File: config.mk
export PLATFORM = sky130hd
export DESIGN_NAME = dmem_bus_if
export DESIGN_NICKNAME = d
export VERILOG_FILES = /design/src/rtl/dmem_bus_if.sv
export SDC_FILE = /design/constraint.sdc
export NUM_CORES = 1
export LEC_CHECK = 0
export CAP_MARGIN = 20
export CORE_MARGIN = 3
export CORE_UTILIZATION = 41
export CTS_CLUSTER_DIAMETER = 200
export DETAILED_ROUTE_END_ITERATION = 12
export PLACE_DENSITY = 0.81
export SYNTH_ARGS = -nofsm -noshare
export SYNTH_HDL_FRONTEND = slang
export SYNTH_SLANG_ARGS = --single-unit
export TNS_END_PERCENT = 50
File: constraint.sdc
create_clock -name Clock -period 1.95 [get_ports Clock]
set_input_delay 0.195 -clock Clock [delete_from_list [all_inputs] [get_ports Clock]]
set_output_delay 0.195 -clock Clock [all_outputs]
set_load 0.01 [all_outputs]
File: src/rtl/dmem_bus_if.sv
// dmem_bus_if: memory-stage to request/acknowledge data bus bridge.
// Define DMEM_POSTED_WRITE_EN to add a FIFO of posted writes.
module dmem_bus_if #(
    parameter int ADDR_W     = 16,
    parameter int WBUF_DEPTH = 2
) (
    input  logic              Clock,
    input  logic              Reset,
    input  logic [ADDR_W-1:0] MemAddr,
    input  logic              MemRead,
    input  logic              MemWrite,
    input  logic              WriteL,
    input  logic              WriteR,
    input  logic [31:0]       WriteData,
    output logic [31:0]       MemData,
    output logic              Hold,
    output logic              BusReq,
    output logic              BusWe,
    output logic [ADDR_W-1:0] BusAddr,
    output logic [3:0]        BusBe,
    output logic [31:0]       BusWData,
    input  logic [31:0]       BusRData,
    input  logic              BusAck
);
    typedef enum logic [2:0] {IDLE, RD, WR, RDONE, WDONE} state_t;

    state_t            state_q, state_d;
    logic              bus_req_q, bus_req_d;
    logic              bus_we_q, bus_we_d;
    logic [ADDR_W-1:0] bus_addr_q, bus_addr_d;
    logic [3:0]        bus_be_q, bus_be_d;
    logic [31:0]       bus_wdata_q, bus_wdata_d;
    logic [31:0]       mem_data_q, mem_data_d;
    logic              hold;
    logic              ack;
    logic [ADDR_W-1:0] word_addr;
    logic [3:0]        wr_be;

    assign ack       = BusAck & bus_req_q;
    assign word_addr = {MemAddr[ADDR_W-1:2], 2'b00};

    // Big-endian lanes: BusBe[3] is the byte at offset 0.
    always_comb begin
        wr_be = 4'b1111;
        if (WriteL && !WriteR) begin
            unique case (MemAddr[1:0])
                2'd0: wr_be = 4'b1111;
                2'd1: wr_be = 4'b0111;
                2'd2: wr_be = 4'b0011;
                2'd3: wr_be = 4'b0001;
            endcase
        end else if (WriteR && !WriteL) begin
            unique case (MemAddr[1:0])
                2'd0: wr_be = 4'b1000;
                2'd1: wr_be = 4'b1100;
                2'd2: wr_be = 4'b1110;
                2'd3: wr_be = 4'b1111;
            endcase
        end
    end

`ifdef DMEM_POSTED_WRITE_EN
    localparam int PW = (WBUF_DEPTH > 1) ? $clog2(WBUF_DEPTH) : 1;
    localparam int CW = PW + 1;

    logic [ADDR_W-1:0] wb_addr_q [WBUF_DEPTH];
    logic [ADDR_W-1:0] wb_addr_d [WBUF_DEPTH];
    logic [3:0]        wb_be_q   [WBUF_DEPTH];
    logic [3:0]        wb_be_d   [WBUF_DEPTH];
    logic [31:0]       wb_data_q [WBUF_DEPTH];
    logic [31:0]       wb_data_d [WBUF_DEPTH];
    logic [PW-1:0]     wr_ptr_q, wr_ptr_d;
    logic [PW-1:0]     rd_ptr_q, rd_ptr_d;
    logic [CW-1:0]     cnt_q, cnt_d;
    logic              wr_taken_q, wr_taken_d;
    logic              full, empty, enq, pop;

    assign full  = (cnt_q == CW'(WBUF_DEPTH));
    assign empty = (cnt_q == '0);
`endif

    always_comb begin
        state_d     = state_q;
        bus_req_d   = bus_req_q;
        bus_we_d    = bus_we_q;
        bus_addr_d  = bus_addr_q;
        bus_be_d    = bus_be_q;
        bus_wdata_d = bus_wdata_q;
        mem_data_d  = mem_data_q;
        hold        = 1'b0;
`ifdef DMEM_POSTED_WRITE_EN
        wb_addr_d  = wb_addr_q;
        wb_be_d    = wb_be_q;
        wb_data_d  = wb_data_q;
        wr_ptr_d   = wr_ptr_q;
        rd_ptr_d   = rd_ptr_q;
        wr_taken_d = 1'b0;
        enq        = 1'b0;
        pop        = (state_q == WR) && ack;

        // A stalled write enqueues on the freeing ack; release next cycle.
        if (wr_taken_q) begin
            hold = 1'b0;
        end else if (MemWrite) begin
            enq        = !full || pop;
            hold       = full;
            wr_taken_d = full && pop;
        end else if (MemRead) begin
            hold = (state_q != RDONE);
        end

        if (enq) begin
            wb_addr_d[wr_ptr_q] = word_addr;
            wb_be_d[wr_ptr_q]   = wr_be;
            wb_data_d[wr_ptr_q] = WriteData;
            wr_ptr_d            = wr_ptr_q + 1'b1;
        end
        if (pop) begin
            rd_ptr_d = rd_ptr_q + 1'b1;
        end
        cnt_d = cnt_q + CW'(enq) - CW'(pop);

        unique case (state_q)
            IDLE: begin
                if (!empty) begin
                    state_d     = WR;
                    bus_req_d   = 1'b1;
                    bus_we_d    = 1'b1;
                    bus_addr_d  = wb_addr_q[rd_ptr_q];
                    bus_be_d    = wb_be_q[rd_ptr_q];
                    bus_wdata_d = wb_data_q[rd_ptr_q];
                end else if (MemRead && !MemWrite) begin
                    state_d    = RD;
                    bus_req_d  = 1'b1;
                    bus_we_d   = 1'b0;
                    bus_addr_d = word_addr;
                    bus_be_d   = 4'b1111;
                end
            end
            RD: begin
                if (ack) begin
                    mem_data_d = BusRData;
                    bus_req_d  = 1'b0;
                    state_d    = RDONE;
                end
            end
            WR: begin
                if (ack) begin
                    bus_req_d = 1'b0;
                    state_d   = IDLE;
                end
            end
            RDONE, WDONE: state_d = IDLE;
            default:      state_d = IDLE;
        endcase
`else
        unique case (state_q)
            IDLE: begin
                if (MemWrite) begin
                    hold        = 1'b1;
                    state_d     = WR;
                    bus_req_d   = 1'b1;
                    bus_we_d    = 1'b1;
                    bus_addr_d  = word_addr;
                    bus_be_d    = wr_be;
                    bus_wdata_d = WriteData;
                end else if (MemRead) begin
                    hold       = 1'b1;
                    state_d    = RD;
                    bus_req_d  = 1'b1;
                    bus_we_d   = 1'b0;
                    bus_addr_d = word_addr;
                    bus_be_d   = 4'b1111;
                end
            end
            RD: begin
                hold = 1'b1;
                if (ack) begin
                    mem_data_d = BusRData;
                    bus_req_d  = 1'b0;
                    state_d    = RDONE;
                end
            end
            WR: begin
                hold = 1'b1;
                if (ack) begin
                    bus_req_d = 1'b0;
                    state_d   = WDONE;
                end
            end
            RDONE, WDONE: state_d = IDLE;
            default:      state_d = IDLE;
        endcase
`endif
    end

    always_ff @(posedge Clock) begin
        if (Reset) begin
            state_q     <= IDLE;
            bus_req_q   <= 1'b0;
            bus_we_q    <= 1'b0;
            bus_addr_q  <= '0;
            bus_be_q    <= '0;
            bus_wdata_q <= '0;
            mem_data_q  <= '0;
`ifdef DMEM_POSTED_WRITE_EN
            wr_ptr_q   <= '0;
            rd_ptr_q   <= '0;
            cnt_q      <= '0;
            wr_taken_q <= 1'b0;
            for (int i = 0; i < WBUF_DEPTH; i++) begin
                wb_addr_q[i] <= '0;
                wb_be_q[i]   <= '0;
                wb_data_q[i] <= '0;
            end
`endif
        end else begin
            state_q     <= state_d;
            bus_req_q   <= bus_req_d;
            bus_we_q    <= bus_we_d;
            bus_addr_q  <= bus_addr_d;
            bus_be_q    <= bus_be_d;
            bus_wdata_q <= bus_wdata_d;
            mem_data_q  <= mem_data_d;
`ifdef DMEM_POSTED_WRITE_EN
            wr_ptr_q   <= wr_ptr_d;
            rd_ptr_q   <= rd_ptr_d;
            cnt_q      <= cnt_d;
            wr_taken_q <= wr_taken_d;
            wb_addr_q  <= wb_addr_d;
            wb_be_q    <= wb_be_d;
            wb_data_q  <= wb_data_d;
`endif
        end
    end

    assign Hold     = hold & ~Reset;
    assign BusReq   = bus_req_q;
    assign BusWe    = bus_we_q;
    assign BusAddr  = bus_addr_q;
    assign BusBe    = bus_be_q;
    assign BusWData = bus_wdata_q;
    assign MemData  = mem_data_q;
endmodule

==> impl_metrics.json <==
{
  "status": "completed",
  "path_cells": "buf_4 > or4b_1 > buf_4 > nand2_1 > a21oi_1",
  "cap_violations": 0,
  "grt_first_pass_wirelength_mm": 15.3,
  "core-area_um2": 8380,
  "cp_max_fo": 28,
  "clock_sinks": 87,
  "ir_drop_mv": 0.458,
  "setup_viol": 0,
  "power_frac_comb_pct": 21.0,
  "die_area_um2": 9980,
  "wl_per_cell_um": 14.0,
  "slew_viol_final": 0,
  "switchingPower_w": 0.00103,
  "grt_antenna_before_repair": 1,
  "cellPowerDensity_nw_per_um2": 695,
  "hp-class": "primary input to flip-flop",
  "antennaDiodeCount": 0,
  "synth_area_um2": 3610,
  "critPathCaptureType": "flip-flop",
  "power.total_w": 0.00390,
  "io_pins": 174,
  "switching_share_pct": 26.4,
  "cp.arrival_ps": 1810,
  "cp-start-kind": "flip-flop",
  "cp_data_required_time_ps": 2120,
  "grt_pass1_vias": 3211,
  "die_y_um": 99.9,
  "syn_avg_cell_area_um2": 9.20,
  "synth_cell_types": 31,
  "rows": 33,
  "cts_setup_buffers": 0,
  "layout.nets": 643,
  "period_needed_ps": 1650,
  "clk_latency_ps": 340,
  "p_leak_nw": 2.05,
  "dr.pass1.iters": 4,
  "grt_start_max_net_pins": 132,
  "tightestPinTransition_ps": 998,
  "crit_slowest_cell": "or4b_1",
  "drt.antenna.violating_nets": 0,
  "place.gp.congestion": 0.822,
  "cts_tree": "built",
  "port_buffers": 171,
  "drt_iter0_markers": 74,
  "drive_above_1_share_pct": 5.88,
  "overflow": 0,
  "finalHoldViolCount": 0,
  "numCtsBuffers": 9,
  "routed-via-count": 3176,
  "whs_ps": 167,
  "holdBufCountCts": 0,
  "relSlewSlack_pct": 33.5,
  "area_growth_pct": 55.1,
  "crit_top_cell": "buf_4",
  "min_period_over_period_pct": 84.4,
  "finalSetupTns_ps": 0,
  "criticalPathCategory": "flip-flop to flip-flop",
  "pwr-share-seq_pct": 49.8,
  "grt_usage_pct": 18.7,
  "wl_mm": 9.32,
  "finClkSkew_ps": 12.9,
  "path_clk_slew_ps": 90,
  "fmax_mhz": 608,
  "slowest_delay_ps": 580,
  "dpl.hpwl_mm": 6.81,
  "clockRootBuffer": "clkbuf_8",
  "rsz0062_at_grt": "no",
  "avgViaCountPerCell": 4.77,
  "clkPwrFrac_pct": 29.2,
  "netlist_instances": 393,
  "die_w_um": 99.9,
  "ys_seq_area_share_pct": 48.2,
  "power.internal_w": 0.00287,
  "cts_buffer_depth": 2,
  "ys_ff_latch": 87,
  "start_util_pct": 43.1,
  "drc": 0,
  "htree_levels": 3,
  "yosys_warnings": 0
}
kinds of logic (layout without fill, tap and decap cells):
kind of cell           Yosys count  count (layout)  synth area share, %
AND/OR/NAND/NOR                174             174                 26.3
flip-flops                      87              87                 48.2
AO/OA/AOI/OAI                   47              47                 7.55
multiplexers                    46              46                 12.7
buffers and inverters           38             205                 5.12
other                            1               2                0.104
worst max-delay path: cells and delay by family (launching register included):
| family | cells | cell delay [ps] |
|---|---|---|
| AND/OR/NAND/NOR | 2 | 680 |
| buffers and inverters | 2 | 420 |
| flip-flops | 1 | 310 |
| AO/OA/AOI/OAI | 1 | 70 |
repair_timing:
action / 4_1_cts / 5_1_grt
pin swaps: 0 / 0
setup endpoints to repair: 1 / 1
gates cloned: 0 / 0
gates resized for setup: 1 / 1
layout by cell type, fill, tap and decap left out, drive strengths merged, types with 3 or more instances in the layout:
master | synthesis | layout
dfxtp | 87 | 87
inv | 8 | 9
buf | 17 | 11
clkdlybuf4s50 | 0 | 169
clkinvlp | 0 | 3
nand2 | 66 | 66
a221oi | 4 | 4
nor3 | 4 | 4
a21oi | 35 | 35
nand2b | 94 | 94
clkbuf | 13 | 10
mux2i | 46 | 46
cell type report:
type / count / area [um2]
clock buffers: 10 / 138
multi-input cells: 269 / 1700
inverters: 8 / 30.0
flip-flops and latches: 87 / 1740
repair buffers: 181 / 1820
clock inverters: 6 / 45.0
well taps: 105 / 131
fillers: 664 / 2780
routing by layer:
layer	up-vias	share of wire, %	track usage [%]
met5	-	0.075	0
met4	2	1.1	5.78
met3	11	12	8.13
li1	1599	-	-
met2	132	47	31.2
met1	1432	40	21.7
final timing paths:
| path | from | to | slack (ps) | depth (start not counted) |
|---|---|---|---|---|
| setup / recovery | state_q[2] | BusWData[27] | 300 | 5 |
| hold / removal | Reset | state_q[1] | 170 | 3 |
| hold reg to reg | BusWData[14] | BusWData[14] | 460 | 2 |
| setup reg to reg | state_q[2] | BusWData[27] | 300 | 5 |
Yosys cell counts:
library cell,count,share of area [%]
nor4b_2,1,0.42
a211oi_1,1,0.21
or2_2,1,0.17
buf_6,1,0.31
clkbuf_1,13,1.4
nand2_1,66,6.9
a21o_1,1,0.21
nor4b_4,1,0.66
nor3_1,3,0.42
dfxtp_1,87,48
o41ai_1,1,0.24
nor2_1,1,0.10
or4b_1,1,0.28
nand3b_1,1,0.21
nor4_1,2,0.35
o21a_1,1,0.21
conb_1,1,0.10
buf_2,10,1.4
nand3_1,1,0.14
mux2i_1,46,13
o31ai_1,1,0.21
a221oi_1,4,0.97
o22ai_1,1,0.17
o21ai_0,1,0.14
nor3_2,1,0.28
buf_4,6,1.2
nand2b_1,94,16
o22ai_2,1,0.35
inv_1,8,0.83
a21oi_1,35,4.8
and2_1,1,0.17
flip-flops by register name, indices dropped and copies added, names as in the netlist:
register,cells
BusAddr,14
BusBe,4
BusReq,1
BusWData,32
BusWe,1
MemData,32
state_q,3
power by group through the flow:
stage | sequential, W | clock (W) | combinational [W]
3_5_place_dp | 0.00198 | 0 | 0.000823
4_1_cts | 0.00194 | 0.00119 | 0.000828
2_1_floorplan | 0.00202 | 0 | 0.000317
3_3_place_gp | 0.00198 | 0 | 0.000807
5_1_grt | 0.00195 | 0.00127 | 0.000887
6_report | 0.00194 | 0.00114 | 0.000818
stage by stage:
step	util [%]	cell area [um2]	worst slack, ps	cells
after floorplan	-	3620	470	394
after global placement	64.7	5420	101	650
after detailed placement	64.7	5420	66.6	650
after CTS	66.9	5600	19.8	666
after global routing	66.9	5610	229	666
final	66.9	5610	304	666
No activity file was read; power rests on OpenSTA's default activity.
